[config.mk]
export PLATFORM = sky130hd
export DESIGN_NAME = hcordic_stage
export DESIGN_NICKNAME = d
export VERILOG_FILES = /design/src/rtl/hcordic_stage.sv
export SDC_FILE = /design/constraint.sdc
export NUM_CORES = 1
export LEC_CHECK = 0
export BUFFER_PORTS_ARGS = -buffer_cell sky130_fd_sc_hd__buf_2
export CAP_MARGIN = 20
export CORE_UTILIZATION = 35
export DETAILED_ROUTE_END_ITERATION = 10
export MAX_ROUTING_LAYER = met4
export SLEW_MARGIN = 25
export SYNTH_ARGS = -nofsm -noshare
export SYNTH_HDL_FRONTEND = slang
export SYNTH_SLANG_ARGS = --single-unit
[constraint.sdc]
create_clock -name clk -period 1.9 [get_ports clk]
set_input_delay 0.19 -clock clk [delete_from_list [all_inputs] [get_ports clk]]
set_output_delay 0.19 -clock clk [all_outputs]
set_load 0.005 [all_outputs]
[src/rtl/hcordic_stage.sv]
// -----------------------------------------------------------------------------
// hcordic_stage
//
// One hyperbolic CORDIC micro-rotation stage with a valid/ready handshake on
// both sides. Each accepted transaction is rotated by +/-atanh(2^-SHIFT); with
// REPEAT = 1 the same micro-rotation is applied a second time in the following
// cycle (the classic i = 4, 13, 40 repeats needed for hyperbolic convergence).
//
// Parameters
//   DWIDTH    two's-complement width of x, y, z
//   FRA_WIDTH fractional bits of every word (format only, no arithmetic effect)
//   SHIFT     micro-rotation index i (shift of 2^-i), 1..DWIDTH-2
//   REPEAT    1 = perform the micro-rotation twice
//   ATANH     atanh(2^-SHIFT) in the data fixed-point format
//
// Ports
//   clk, rst_n                clock, asynchronous active-low reset
//   in_valid/in_ready         input handshake
//   in_mode                   0 = rotation (drive z to 0), 1 = vectoring (drive y to 0)
//   in_x, in_y, in_z          operands
//   out_valid/out_ready       output handshake
//   out_mode, out_x/y/z       registered results
//
// Configuration macro
//   HCORDIC_SAT_EN  when defined, x and y saturate on overflow instead of wrapping
//                   (z always wraps).
// -----------------------------------------------------------------------------
module hcordic_stage #(
    parameter int DWIDTH    = 32,
    parameter int FRA_WIDTH = 16,
    parameter int SHIFT     = 1,
    parameter int REPEAT    = 0,
    parameter logic signed [DWIDTH-1:0] ATANH = '0
) (
    input  logic                     clk,
    input  logic                     rst_n,
    input  logic                     in_valid,
    output logic                     in_ready,
    input  logic                     in_mode,
    input  logic signed [DWIDTH-1:0] in_x,
    input  logic signed [DWIDTH-1:0] in_y,
    input  logic signed [DWIDTH-1:0] in_z,
    output logic                     out_valid,
    input  logic                     out_ready,
    output logic                     out_mode,
    output logic signed [DWIDTH-1:0] out_x,
    output logic signed [DWIDTH-1:0] out_y,
    output logic signed [DWIDTH-1:0] out_z
);

    // Elaboration-time sanity checks on the configuration.
    if (SHIFT < 1 || SHIFT > DWIDTH - 2) begin : g_bad_shift
        $error("hcordic_stage: SHIFT out of range 1..DWIDTH-2");
    end
    if (FRA_WIDTH < 0 || FRA_WIDTH >= DWIDTH) begin : g_bad_fra
        $error("hcordic_stage: FRA_WIDTH must lie in 0..DWIDTH-1");
    end

`ifdef HCORDIC_SAT_EN
    localparam logic signed [DWIDTH-1:0] XY_MAX = {1'b0, {(DWIDTH-1){1'b1}}};
    localparam logic signed [DWIDTH-1:0] XY_MIN = {1'b1, {(DWIDTH-1){1'b0}}};
`endif

    typedef enum logic [1:0] {
        S_EMPTY = 2'd0,
        S_BUSY  = 2'd1,
        S_FULL  = 2'd2
    } state_t;

    state_t                     state_q, state_d;
    logic                       init_q;
    logic                       mode_q, mode_d;
    logic signed [DWIDTH-1:0]   x_q, y_q, z_q;
    logic signed [DWIDTH-1:0]   x_d, y_d, z_d;

    logic                       accept, xfer;
    logic                       op_mode, d_neg;
    logic signed [DWIDTH-1:0]   op_x, op_y, op_z;
    logic signed [DWIDTH-1:0]   sh_x, sh_y;
    logic signed [DWIDTH-1:0]   rot_x, rot_y, rot_z;

    // x/y add or subtract, one guard bit to detect overflow for saturation.
    function automatic logic signed [DWIDTH-1:0] add_xy(
        input logic signed [DWIDTH-1:0] a,
        input logic signed [DWIDTH-1:0] b,
        input logic                     sub
    );
        logic signed [DWIDTH:0] s;
        if (sub) s = {a[DWIDTH-1], a} - {b[DWIDTH-1], b};
        else     s = {a[DWIDTH-1], a} + {b[DWIDTH-1], b};
`ifdef HCORDIC_SAT_EN
        if (s[DWIDTH] != s[DWIDTH-1]) begin
            return s[DWIDTH] ? XY_MIN : XY_MAX;
        end
`endif
        return s[DWIDTH-1:0];
    endfunction

    // Handshake decode. init_q keeps in_ready low until the first clock edge
    // after reset release.
    assign in_ready  = init_q && ((state_q == S_EMPTY) ||
                                  (state_q == S_FULL && out_ready));
    assign out_valid = (state_q == S_FULL);
    assign accept    = in_valid && in_ready;
    assign xfer      = out_valid && out_ready;

    assign out_mode  = mode_q;
    assign out_x     = x_q;
    assign out_y     = y_q;
    assign out_z     = z_q;

    // Operand select: the repeat step works on the held intermediate result,
    // otherwise the rotation is applied to the incoming operands.
    always_comb begin
        if (state_q == S_BUSY) begin
            op_x    = x_q;
            op_y    = y_q;
            op_z    = z_q;
            op_mode = mode_q;
        end else begin
            op_x    = in_x;
            op_y    = in_y;
            op_z    = in_z;
            op_mode = in_mode;
        end

        // d = -1 in rotation when z < 0, in vectoring when y >= 0.
        d_neg = op_mode ? ~op_y[DWIDTH-1] : op_z[DWIDTH-1];

        sh_x  = op_x >>> SHIFT;
        sh_y  = op_y >>> SHIFT;
        rot_x = add_xy(op_x, sh_y, d_neg);
        rot_y = add_xy(op_y, sh_x, d_neg);
        rot_z = d_neg ? (op_z + ATANH) : (op_z - ATANH);
    end

    always_comb begin
        state_d = state_q;
        mode_d  = mode_q;
        x_d     = x_q;
        y_d     = y_q;
        z_d     = z_q;

        case (state_q)
            S_EMPTY, S_FULL: begin
                if (accept) begin
                    state_d = (REPEAT != 0) ? S_BUSY : S_FULL;
                    mode_d  = in_mode;
                    x_d     = rot_x;
                    y_d     = rot_y;
                    z_d     = rot_z;
                end else if (xfer) begin
                    state_d = S_EMPTY;
                end
            end
            S_BUSY: begin
                state_d = S_FULL;
                x_d     = rot_x;
                y_d     = rot_y;
                z_d     = rot_z;
            end
            default: state_d = S_EMPTY;
        endcase
    end

    always_ff @(posedge clk or negedge rst_n) begin
        if (!rst_n) begin
            state_q <= S_EMPTY;
            init_q  <= 1'b0;
            mode_q  <= 1'b0;
            x_q     <= '0;
            y_q     <= '0;
            z_q     <= '0;
        end else begin
            state_q <= state_d;
            init_q  <= 1'b1;
            mode_q  <= mode_d;
            x_q     <= x_d;
            y_q     <= y_d;
            z_q     <= z_d;
        end
    end

endmodule

==> Yosys cells after proc, flatten, opt, wreduce, memory -nomap -nowiden <==
Cells that the tools add are included.
W data, S select, Z words.
{ "word_totals": {"register_bits": 100, "in_bits": 101, "output_inout_bits": 99, "word_cells": 40} }
{ "op_classes": {"add_sub_neg": 4, "eq_ne": 4, "muxes": 16, "n_bitwise": 1, "reduce_logical": 9} }
{ "ops": {"columns": ["op", "count"], "rows": [
  ["$mux W32", 8],
  ["$pmux W32 S2", 3],
  ["$add A32 B31 Y32", 2],
  ["$sub A32 B31 Y32", 2],
  ["$mux W2", 2],
  ["$pmux W2 S2", 1],
  ["$reduce_and A2 Y1", 2],
  ["$logic_and A1 B1 Y1", 3],
  ["$ne A3 B3 Y1 const B", 1],
  ["$eq A2 B1 Y1 const B", 1],
  ["$eq A2 B2 Y1 const B", 1],
  ["$logic_not A2 Y1", 1],
  ["$mux W1", 2],
  ["$ne A2 B2 Y1 const B", 1],
  ["$reduce_bool A2 Y1", 1],
  ["$reduce_or A2 Y1", 1],
  ["$logic_or A1 B1 Y1", 1],
  ["$not A1 Y1", 1]
]} }

==> Longest topological paths before layout <==
Gate-level depths: netlist of the first run.
{ "depth": {"ltp_word": 7, "ltp_mapped": 19, "mapped_depth_nobuf": 18} }

==> Worst setup path after synthesis of the first run <==
No wires, ideal clock.
{ "synth_timing": {"kind": "input -> register", "from": "input port in_y[11]", "to": "register x_q[30], in the netlist out_x[30]", "setup_time_ns": 0.133, "arrival_time_ns": 3.634, "required_ns": 1.767, "slack_ns": -1.867, "path_stages": 15, "path_buffers": 1, "path_cell_list": "or4_4 or4_1 nor2_1 nand2_1 o31ai_1 xor2_1 ha_1 clkbuf_1 nand4_1 or3_1 o21ai_0 o221ai_1 o21ai_0 xnor2_1 o21ai_0"} }
{ "synth_between": {"elab_chain_cells": 5, "elab_cells_between_ends": 6, "classes_between": "add/sub: 2; mux: 4"} }
{ "synth_rtl": {"columns": ["item", "line_no", "rtl"], "rows": [
  ["start, declared", "41", "input logic signed [DWIDTH-1:0] in_y,"],
  ["$mux W32 *", "115", "if (state_q == S_BUSY) begin"],
  ["$add A32 B31 Y32 or $sub A32 B31 Y32 (tied branches)", "90, 89", null],
  ["$mux W32 *", "89", "if (sub) s = {a[DWIDTH-1], a} - {b[DWIDTH-1], b};"],
  ["$mux W32", "146", "if (accept) begin"],
  ["$pmux W32 S2 *", "144", "case (state_q)"],
  ["end signal, assigned", "171", "x_q <= '0;"],
  ["end signal, assigned", "178", "x_q <= x_d;"],
  ["end, declared", "73", "logic signed [DWIDTH-1:0] x_q, y_q, z_q;"]
]} }
Mark *: on every way between the ends. The rest lies on a longest branch, timed or not. The select of a mux whose other input is x is not followed.
A chain may end at the register's enable or synchronous reset.

==> Worst setup path in the final report of the first run <==
{ "layout_timing": {"from": "input port in_y[4]", "to": "register x_q[26], in the netlist out_x[26]"} }
Same word-level chain as after synthesis.

==> reports/metrics.cfg, run 1 <==
[sta]
finClkSkew_ns=0.0135
fin_ws_ns=-1.51
finalSetupViolations=56
clock.fmax_mhz=294
min_period_ns=3.41
rsz0062_at_grt=yes
hold_viol_final=0
slew_violations=0
finalCritPeriodShare_pct=179
fin_setup_tns_ns=-57.34

[routing]
drc=0
viasPerCell=5.06
dr.pass1.iters=5
via_count=9566
drtIter0Drc=461
wl_per_cell_um=16.7
routed_wl_um=31600
postRouteAntennaNets=0

[clock_tree]
clockRootBuffer=clkbuf_16
cts_max_path_buffers=2
clock-sinks=99
cts_tree=built
numCtsBuffers=9
clkTransAtPathRegs_ns=0.08
clk_latency_ns=0.38
ctsHtreeMaxLevel=3

[synth]
syn_area_per_cell_um2=7.96
synth.distinct_cells=67
synth_seq_area_share_pct=30.1
syn_area_mm2=0.00824
synth_edf_count=0
synth_compound_area_share_pct=21.6
synth_seq_cells=99
syn-num-nets=1203
synth_top_area_cell=dfrtp_1
synth-xor-area-share_pct=11.9
synthArstFlopShare_pct=100
synth_top_area_share_pct=30.1
synth_top_family_by_area=simple AND/OR/NAND/NOR gates
ys_dominant_reg_cell=dfrtp_1
synth_fa_ha_area_share_pct=10.2
syn_inst=1036
synthSimpleGateAreaFrac_pct=21.7
yosys_warnings=0
muxShareOfSynthArea_pct=1.15
synthTopCellsByArea=dfrtp_1 30%, nand2_1 9.8%, ha_1 9.7%

[pwr]
powerDensity_mw_per_mm2=788
worst_ir_drop_vdd_mv=0.652
combPwrFrac_pct=57.0
clockPowerShare_pct=17.3
leakage_nw=7.05
p_switching_mw=4.53
power.internal_mw=6.98
switching_share_pct=39.3
total_power_mw=11.5
seqPwrFrac_pct=25.7

[worst_setup_path]
worstSetupPathType=in -> reg
cp_cell_sequence=buf_8 -> or4_4 -> or4_4 -> nor2_4 -> nand2_4 -> o31ai_4 -> xor2_1 -> ha_1 -> a21oi_2 -> o21ai_2 -> or3b_4 -> o221ai_4 -> buf_6 -> xor2_1 -> o21ai_1
cp_slowest_cell=or4_4
endpoint_kind=flip-flop
path_max_fanout=5
worst_setup_path_start_kind=primary input
max_stage_delay_ns=0.62
cp_data_required_time_ns=2.15
arrival_ns=3.66

[layout]
multi_input_area_mm2=0.00708
antenna_cells=0
seq_area_mm2=0.00248
final_nets=1739
drive_gt1_share_pct=53.0
fillers=1932
utilization_pct=63.9
syn2layout_area_growth_pct=77.0

[job]
drv_cap=0

[grt]
grt_use_total_pct=25.9
grt_pass1_vias=9287
grt_max_degree=62
grt_pass1_wl_um=47600
antenna_found_initial=0
gr-total-overflow=0

[floorplanning]
rows=55
die_y_um=155
io_pins=200
coreArea_mm2=0.0228
die_area_mm2=0.0242
die_x_um=155
start_util_pct=36.1

[min_path]
hp-class=in -> reg

[placement]
dp_hpwl_um=23300
port_buffers=199
gp_congestion=0.917

[status]
violations=negative setup slack
outcome=finished, violations left

-- path summary, 6_finish.rpt --
check | end | cells after the start | slack (ns) | startpoint
max in group asynchronous | out_y[16]$_DFFE_PN0P_ | 3 | 1.03 | rst_n
min in group asynchronous | out_x[24]$_DFFE_PN0P_ | 2 | 0.26 | rst_n
worst min-delay path | out_z[20]$_DFFE_PN0P_ | 3 | 0.01 | in_z[20]
worst min register to register | out_z[0]$_DFFE_PN0P_ | 2 | 0.47 | out_z[0]$_DFFE_PN0P_
worst max register to register | out_y[31]$_DFFE_PN0P_ | 5 | 0.35 | state_q[1]$_DFFE_PN0P_
worst max-delay path | out_x[26]$_DFFE_PN0P_ | 15 | -1.51 | in_y[4]
-- synth_stat cells, types with 20 or more instances --
cell / instances
nand2_1: 215
dfrtp_1: 99
o21ai_0: 96
a21oi_1: 76
ha_1: 64
nor2_1: 60
xor2_1: 57
xnor2_1: 55
clkbuf_1: 38
inv_1: 30
o31ai_1: 20
-- power groups by stage --
stage               Combinational [mW]  Clock, mW  Sequential, mW
CTS                               5.85       2.05            2.97
global route                      7.11       2.11            3.04
detailed placement                5.13          0            3.01
floorplan                         2.64          0            3.05
global placement                  5.10          0            2.98
finish                            6.56       1.99            2.96
-- cells by family (layout without fill, tap and decap cells) --
group	Yosys count	count (layout)
AND/OR/NAND/NOR	393	393
multiplexers	9	9
adder cells (fa/ha/maj)	66	66
other	1	1
buffers and inverters	74	615
XOR/XNOR	112	112
flip-flops	99	99
AO/OA/AOI/OAI	282	282
-- per-layer routing --
layer | global-route usage [%] | vias to the layer above | part of all wire, %
met3 | 2.59 | 55 | 4.2
met2 | 42.6 | 267 | 49
met5 | - | - | 0
met1 | 33.4 | 4513 | 44
met4 | 7.98 | 0 | 2.4
li1 | - | 4731 | -
-- final cells by class --
cell class,instances,share of cell area [%]
Clock buffer,9,1.54
Clock inverter,7,0.626
Inverter,30,0.943
Multi-Input combinational cell,863,48.6
Sequential cell,99,17.0
Tap cell,313,2.68
Timing Repair Buffer,569,28.7
-- layout by cell type (no fill, tap or decap), types with 9 or more instances in the layout --
cell,n
dfrtp_1,99
o21ai_0,24
buf_4,307
a21oi_1,34
nand2_1,196
a21oi_2,35
xnor2_1,38
o21ai_2,28
xor2_1,52
buf_12,9
ha_1,52
nand4_1,12
clkbuf_16,9
buf_6,58
nor2_1,49
o21ai_1,40
nand3_1,11
xnor2_2,14
a21o_1,17
buf_2,185
inv_1,20
o31ai_4,9
nand2_2,11
-- sequential cells by signal, summed over array words and instances (netlist names) --
name	cells
out_z	32
out_mode	1
out_x	32
out_y	32
init_q	1
state_q	1
-- worst max-delay path, delay by kind of cell --
family,cells,cell delay (ns)
adders and majority gates,1,0.32
and+or+nand+nor,5,1.77
buffers and inverters,2,0.23
xor gates and xnor gates,2,0.32
AOI/OAI and AO/OA,5,0.82
-- through the flow --
step	worst slack, ns	hold slack (ns)	instance area, um^2	cells
CTS	-1.46	0.00165	13700	1864
global route	-1.65	0.00696	14600	1890
global placement	-1.99	0.109	12100	1798
floorplan	-1.65	-0.106	8720	1036
finish	-1.51	0.0125	14600	1890
detailed placement	-2.13	0.110	12100	1798
-- timing repair --
action,CTS,global route
endpoints found under the hold margin,24,0
hold buffers,6,0
cloned,0,0
resized for setup,190,153
pin swaps,134,109
endpoints found under the setup margin,57,57
buffers inserted,46,30
Note: power is estimated with default switching activity, not from simulation.
==> run 2: changes to the inputs <==
--- a/config.mk
+++ b/config.mk
@@ -10,7 +10,9 @@
 export CORE_UTILIZATION = 35
 export DETAILED_ROUTE_END_ITERATION = 10
 export MAX_ROUTING_LAYER = met4
-export SLEW_MARGIN = 25
+export RECOVER_POWER = 100
+export SLEW_MARGIN = 20
 export SYNTH_ARGS = -nofsm -noshare
 export SYNTH_HDL_FRONTEND = slang
 export SYNTH_SLANG_ARGS = --single-unit
+export TNS_END_PERCENT = 5
==> reports/metrics.cfg, run 2 (synthesis gave the netlist of run 1 again) <==
[status]
outcome=finished, violations left
violations=negative setup slack

[grt]
grt_pass1_wl_um=45100
grt_max_degree=78
grt_use_total_pct=24.4
grt_pass1_vias=8852
antenna_found_initial=1
gr-total-overflow=0

[clock_tree]
clockRootBuffer=clkbuf_16
numCtsBuffers=9
cts_max_path_buffers=2
clock-sinks=99
clkTransAtPathRegs_ns=0.07
clk_latency_ns=0.36
ctsHtreeMaxLevel=3
cts_tree=built

[sta]
finalCritPeriodShare_pct=180
fin_setup_tns_ns=-55.87
rsz0062_at_grt=yes
finClkSkew_ns=0.00793
worst_pin_slew_ns=0.896
slew_headroom_pct=40.2
slew_violations=0
min_period_ns=3.43
finalSetupViolations=55
fin_ws_ns=-1.53
clock.fmax_mhz=292
hold_viol_final=0

[min_path]
hp-class=in -> reg

[pwr]
total_power_mw=10.1
leakage_nw=6.22
powerDensity_mw_per_mm2=791
worst_ir_drop_vdd_mv=0.431

[layout]
drive_gt1_share_pct=39.4
fillers=2244
final_common_cell=buf_4
syn2layout_area_growth_pct=55.2
final_nets=1683
layout_common_cells=296 x buf_4, 209 x nand2_1, 143 x buf_2

[routing]
via_count=9095
drc=0
postRouteAntennaNets=0
viasPerCell=4.96
routed_wl_um=28700
wl_per_cell_um=15.6
dr.pass1.iters=4
drtIter0Drc=443

[worst_setup_path]
path_delay_family=simple AND/OR/NAND/NOR gates
worstSetupPathType=in -> reg
endpoint_kind=flip-flop
arrival_ns=3.66
path_max_fanout=4
worst-path-buf-inv=2
worst_setup_path_start_kind=primary input
cp_slowest_cell=or4_4
cp_cell_sequence=buf_6 -> or4_4 -> or4_4 -> nor2_4 -> nand2_2 -> o31ai_2 -> xor2_1 -> ha_1 -> buf_6 -> nand4_1 -> or3_1 -> o21ai_2 -> o221ai_4 -> o21ai_2 -> xnor2_1 -> o21ai_1
cp_data_required_time_ns=2.14
max_stage_delay_ns=0.59

[placement]
dp_hpwl_um=23400
gp_congestion=0.943
port_buffers=199

[job]
drv_cap=0

[floorplanning]
start_util_pct=36.1
coreArea_mm2=0.0228
die_x_um=155
rows=55
io_pins=200
die_area_mm2=0.0242
die_y_um=155

-- run 2: through the flow --
stage / worst slack [ns] / utilization, % / hold WS, ns / area, um^2 / instances
floorplan: -1.70 / - / -0.106 / 8350 / 1036
global placement: -2.01 / 52.4 / 0.187 / 12000 / 1808
detailed placement: -2.10 / 52.4 / 0.190 / 12000 / 1808
CTS: -1.52 / 55.4 / 0.00812 / 12700 / 1832
global route: -1.71 / 56.0 / 0.0181 / 12800 / 1835
finish: -1.53 / 56.0 / 0.0282 / 12800 / 1835
-- run 2: timing repair --
action / CTS / global route
pin swaps: 49 / 30
hold buffers: 1 / 0
setup endpoints to repair: 55 / 57
endpoints found under the hold margin: 35 / 0
gates resized for setup: 90 / 55
setup buffers: 7 / 2
-- run 2: final timing paths --
| check | start | end | slack [ns] | cells after the start |
|---|---|---|---|---|
| setup / recovery | in_y[11] | out_x[30]$_DFFE_PN0P_ | -1.53 | 16 |
| hold / removal | in_z[10] | out_z[10]$_DFFE_PN0P_ | 0.03 | 3 |
| setup reg to reg | state_q[1]$_DFFE_PN0P_ | out_y[31]$_DFFE_PN0P_ | 0.08 | 5 |
| hold reg to reg | out_z[8]$_DFFE_PN0P_ | out_z[8]$_DFFE_PN0P_ | 0.47 | 2 |
| max in group asynchronous | rst_n | out_y[15]$_DFFE_PN0P_ | 0.28 | 3 |
| min in group asynchronous | rst_n | out_z[12]$_DFFE_PN0P_ | 0.50 | 2 |
-- run 2: report_power, final --
part	internal (mW)	switching [mW]
Clock	0.910	0.914
Sequential	2.67	0.295
Combinational	2.65	2.68
Total	6.23	3.89
-- run 2: worst min-delay path, cell delays in order --
cell     delay, ns
buf_2         0.08
nand2_1       0.04
nand2_1       0.05
-- run 2: cell type report --
type	count	area (um^2)	share of cell area, %
Multi-Input combinational cell	863	6100	47.7
Timing Repair Buffer	513	3410	26.7
Sequential cell	99	2480	19.4
Tap cell	313	392	3.06
Clock buffer	9	225	1.76
Inverter	30	130	1.02
Clock inverter	7	55.1	0.430
Antenna cell	1	2.50	0.0196
-- run 2: routing by layer --
metal  vias to the layer above  track usage, %  part of all wire [%]
li1                       4607               -                     -
met2                       241            40.8                    47
met3                        25            3.87                   4.9
met4                         0            6.16                   1.6
met1                      4222            30.8                    46
met5                         -               -                     0
==> run 3: changes to the inputs <==
--- a/config.mk
+++ b/config.mk
@@ -5,13 +5,13 @@
 export SDC_FILE = /design/constraint.sdc
 export NUM_CORES = 1
 export LEC_CHECK = 0
+export ABC_AREA = 1
 export BUFFER_PORTS_ARGS = -buffer_cell sky130_fd_sc_hd__buf_2
 export CAP_MARGIN = 20
 export CORE_UTILIZATION = 35
 export DETAILED_ROUTE_END_ITERATION = 10
 export MAX_ROUTING_LAYER = met4
 export RECOVER_POWER = 100
-export SLEW_MARGIN = 20
 export SYNTH_ARGS = -nofsm -noshare
 export SYNTH_HDL_FRONTEND = slang
 export SYNTH_SLANG_ARGS = --single-unit
==> reports/metrics.cfg, run 3 <==
[worst_setup_path]
reg2reg_slack_ns=0.09
rr_startpoint=state_q[1]$_DFFE_PN0P_
cp_slowest_cell=nor3_4
worstSetupPathType=in -> reg
crit_path_frequent_cell=nand2_1
r2r_cells=5
cp_cell_sequence=buf_4 -> nor2_4 -> buf_4 -> nand3_2 -> buf_4 -> nor2_1 -> nand2_2 -> nor3_4 -> xor2_1 -> nand2_1 -> nand2_2 -> ha_4 -> a21o_1 -> nor2_1 -> nand2_1 -> inv_1 -> nand2_2 -> a21oi_2 -> nand2_1 -> nand3_1 -> nand2_1
path_max_fanout=4
rr_endpoint=out_x[6]$_DFFE_PN0P_
arrival_ns=2.66
worst_setup_path_start_kind=primary input
endpoint_kind=flip-flop
crit_path_start=in_x[13]
cp_data_required_time_ns=2.17
max_stage_delay_ns=0.22

[grt]
grt_pass1_wl_um=58800
grt_max_degree=89
grt_pass1_vias=11300
antenna_found_initial=1
grt_use_total_pct=26.6
gr-total-overflow=0

[synth]
synth_common_cells=682 x nand2_1, 243 x inv_1, 169 x nor2_1
synth_compound_area_share_pct=6.91
syn_area_per_cell_um2=5.99
synthArstFlopShare_pct=100
synth_seq_cells=99
syn_inst=1687
ys_dominant_reg_cell=dfrtp_1
syn_area_mm2=0.0101
synth_top_family_by_area=simple AND/OR/NAND/NOR gates
synth_edf_count=0
synth-xor-area-share_pct=6.68
synth_seq_area_share_pct=24.5
yosys_warnings=0
synth_top_area_cell=nand2_1
synth_fa_ha_area_share_pct=8.33
synth_top_area_share_pct=25.4
synthSimpleGateAreaFrac_pct=42.9
synth.distinct_cells=43
synthTopCellsByArea=nand2_1 25%, dfrtp_1 25%, inv_1 9.0%
muxShareOfSynthArea_pct=0
syn-num-nets=1854
yosysMostFrequentCell=nand2_1

[placement]
dp_hpwl_um=30600
port_buffers=199
placed_area_mm2=0.0138
pre_cts_slack_ns=-1.18
gp_congestion=0.951
numPlacedInstances=2525

[clock_tree]
cts_tree=built
clock-sinks=99
clkTransAtPathRegs_ns=0.07
ctsHtreeMaxLevel=3
clockRootBuffer=clkbuf_16
cts_max_path_buffers=2
clk_latency_ns=0.38
numCtsBuffers=9

[routing]
via_count=12100
wl_per_cell_um=14.9
postRouteAntennaNets=0
drc=0
dr.pass1.iters=5
drtIter0Drc=653
routed_wl_um=38400
viasPerCell=4.70

[sta]
finalCritPeriodShare_pct=126
finClkSkew_ns=0.0124
hold_slack_ns=0.0179
finalSetupViolations=54
hold_viol_final=0
slew_violations=0
clock.fmax_mhz=418
worst_pin_slew_ns=0.904
fin_setup_tns_ns=-17.58
slew_headroom_pct=39.7
rsz0062_at_grt=yes
fin_ws_ns=-0.492
min_period_ns=2.39

[floorplanning]
die_area_mm2=0.0295
io_pins=200
start_util_pct=35.9
die_x_um=172
rows=61
coreArea_mm2=0.0281
die_y_um=172

[layout]
final_nets=2360
utilization_pct=58.0
final_common_cell=nand2_1
instances_no_fill=2577
multi_input_area_mm2=0.00855
syn2layout_area_growth_pct=61.3
seq_area_mm2=0.00248
design_area_mm2=0.0163
drive_gt1_share_pct=40.4
layout_common_cells=575 x nand2_1, 308 x buf_4, 215 x inv_1
fillers=2791

[pwr]
powerDensity_mw_per_mm2=699
leakage_nw=8.51
total_power_mw=11.4
worst_ir_drop_vdd_mv=0.399

[min_path]
hp-class=in -> reg
min_to=out_z[12]$_DFFE_PN0P_
hold_start=in_z[12]
hold_depth=3

[status]
outcome=finished, violations left
violations=negative setup slack

[job]
drv_cap=0

## run 3: cell count changes in the layout (fill, tap and decap cells not counted), sizes merged, moves of 10 or more
cell,before,now
nand2,215,700
inv,34,248
nor2,60,180
nand3,18,98
o21ai,96,56
a21oi,77,53
o31ai,21,0
xor2,57,39
xnor2,55,38
a21o,18,3
clkbuf,65,80
nand3b,3,16
nand2b,10,0
or4,10,0
## run 3: worst max-delay path: cells and delay by family
family,cells,cell delay [ns]
fa+ha+maj,1,0.21
buf+inv,4,0.51
compound gates,2,0.29
simple gates,13,1.29
xor+xnor,1,0.16
## run 3: layout make-up
type | instances | area share, %
multi-input combinational | 1314 | 52.5
timing repair buffer | 522 | 21.6
sequential | 99 | 15.2
inverter | 247 | 5.89
tap | 378 | 2.90
clock buffer | 12 | 1.58
clock inverter | 4 | 0.338
antenna | 1 | 0.0154
## run 3: how the worst max path moves through the flow
stage	endpoint	slack [ns]	depth (start not counted)
finish	out_y[31]$_DFFE_PN0P_	-0.49	21
global placement	out_x[26]$_DFFE_PN0P_	-1.14	19
CTS	out_x[25]$_DFFE_PN0P_	-0.43	21
detailed placement	out_x[26]$_DFFE_PN0P_	-1.18	19
floorplan	out_x[20]$_DFFE_PN0P_	-0.46	17
global route	out_y[31]$_DFFE_PN0P_	-0.63	22
## run 3: what timing repair did
| item | in CTS | in global routing |
|---|---|---|
| hold buffers | 2 | 0 |
| buffers inserted | 16 | 17 |
| pin swaps | 113 | 115 |
| resized for setup | 270 | 213 |
| setup endpoints to repair | 57 | 58 |
| endpoints found under the hold margin | 33 | 0 |
## run 3: report_power, final
part | internal (mW) | switching, mW | leakage (nW)
Clock | 1.10 | 0.900 | 0.150
Sequential | 2.62 | 0.272 | 1.22
Combinational | 3.00 | 3.48 | 7.14
Total | 6.72 | 4.65 | 8.51
## run 3: cells by family after synthesis
family                   after synthesis
flip-flops                            99
buffers and inverters                274
other                                  1
AO/OA/AOI/OAI                        126
AND/OR/NAND/NOR                     1044
adder cells (fa/ha/maj)               66
XOR/XNOR                              77
## run 3: layer usage
metal / vias up / part of all wire (%) / wire length [um] / GRT usage (%)
li1: 6213 / - / - / -
met1: 5560 / 48 / 18400 / 35.0
met2: 310 / 45 / 17400 / 43.1
met3: 37 / 5.0 / 1930 / 3.50
met4: 0 / 1.8 / 675 / 6.89
met5: - / 0 / 0 / -
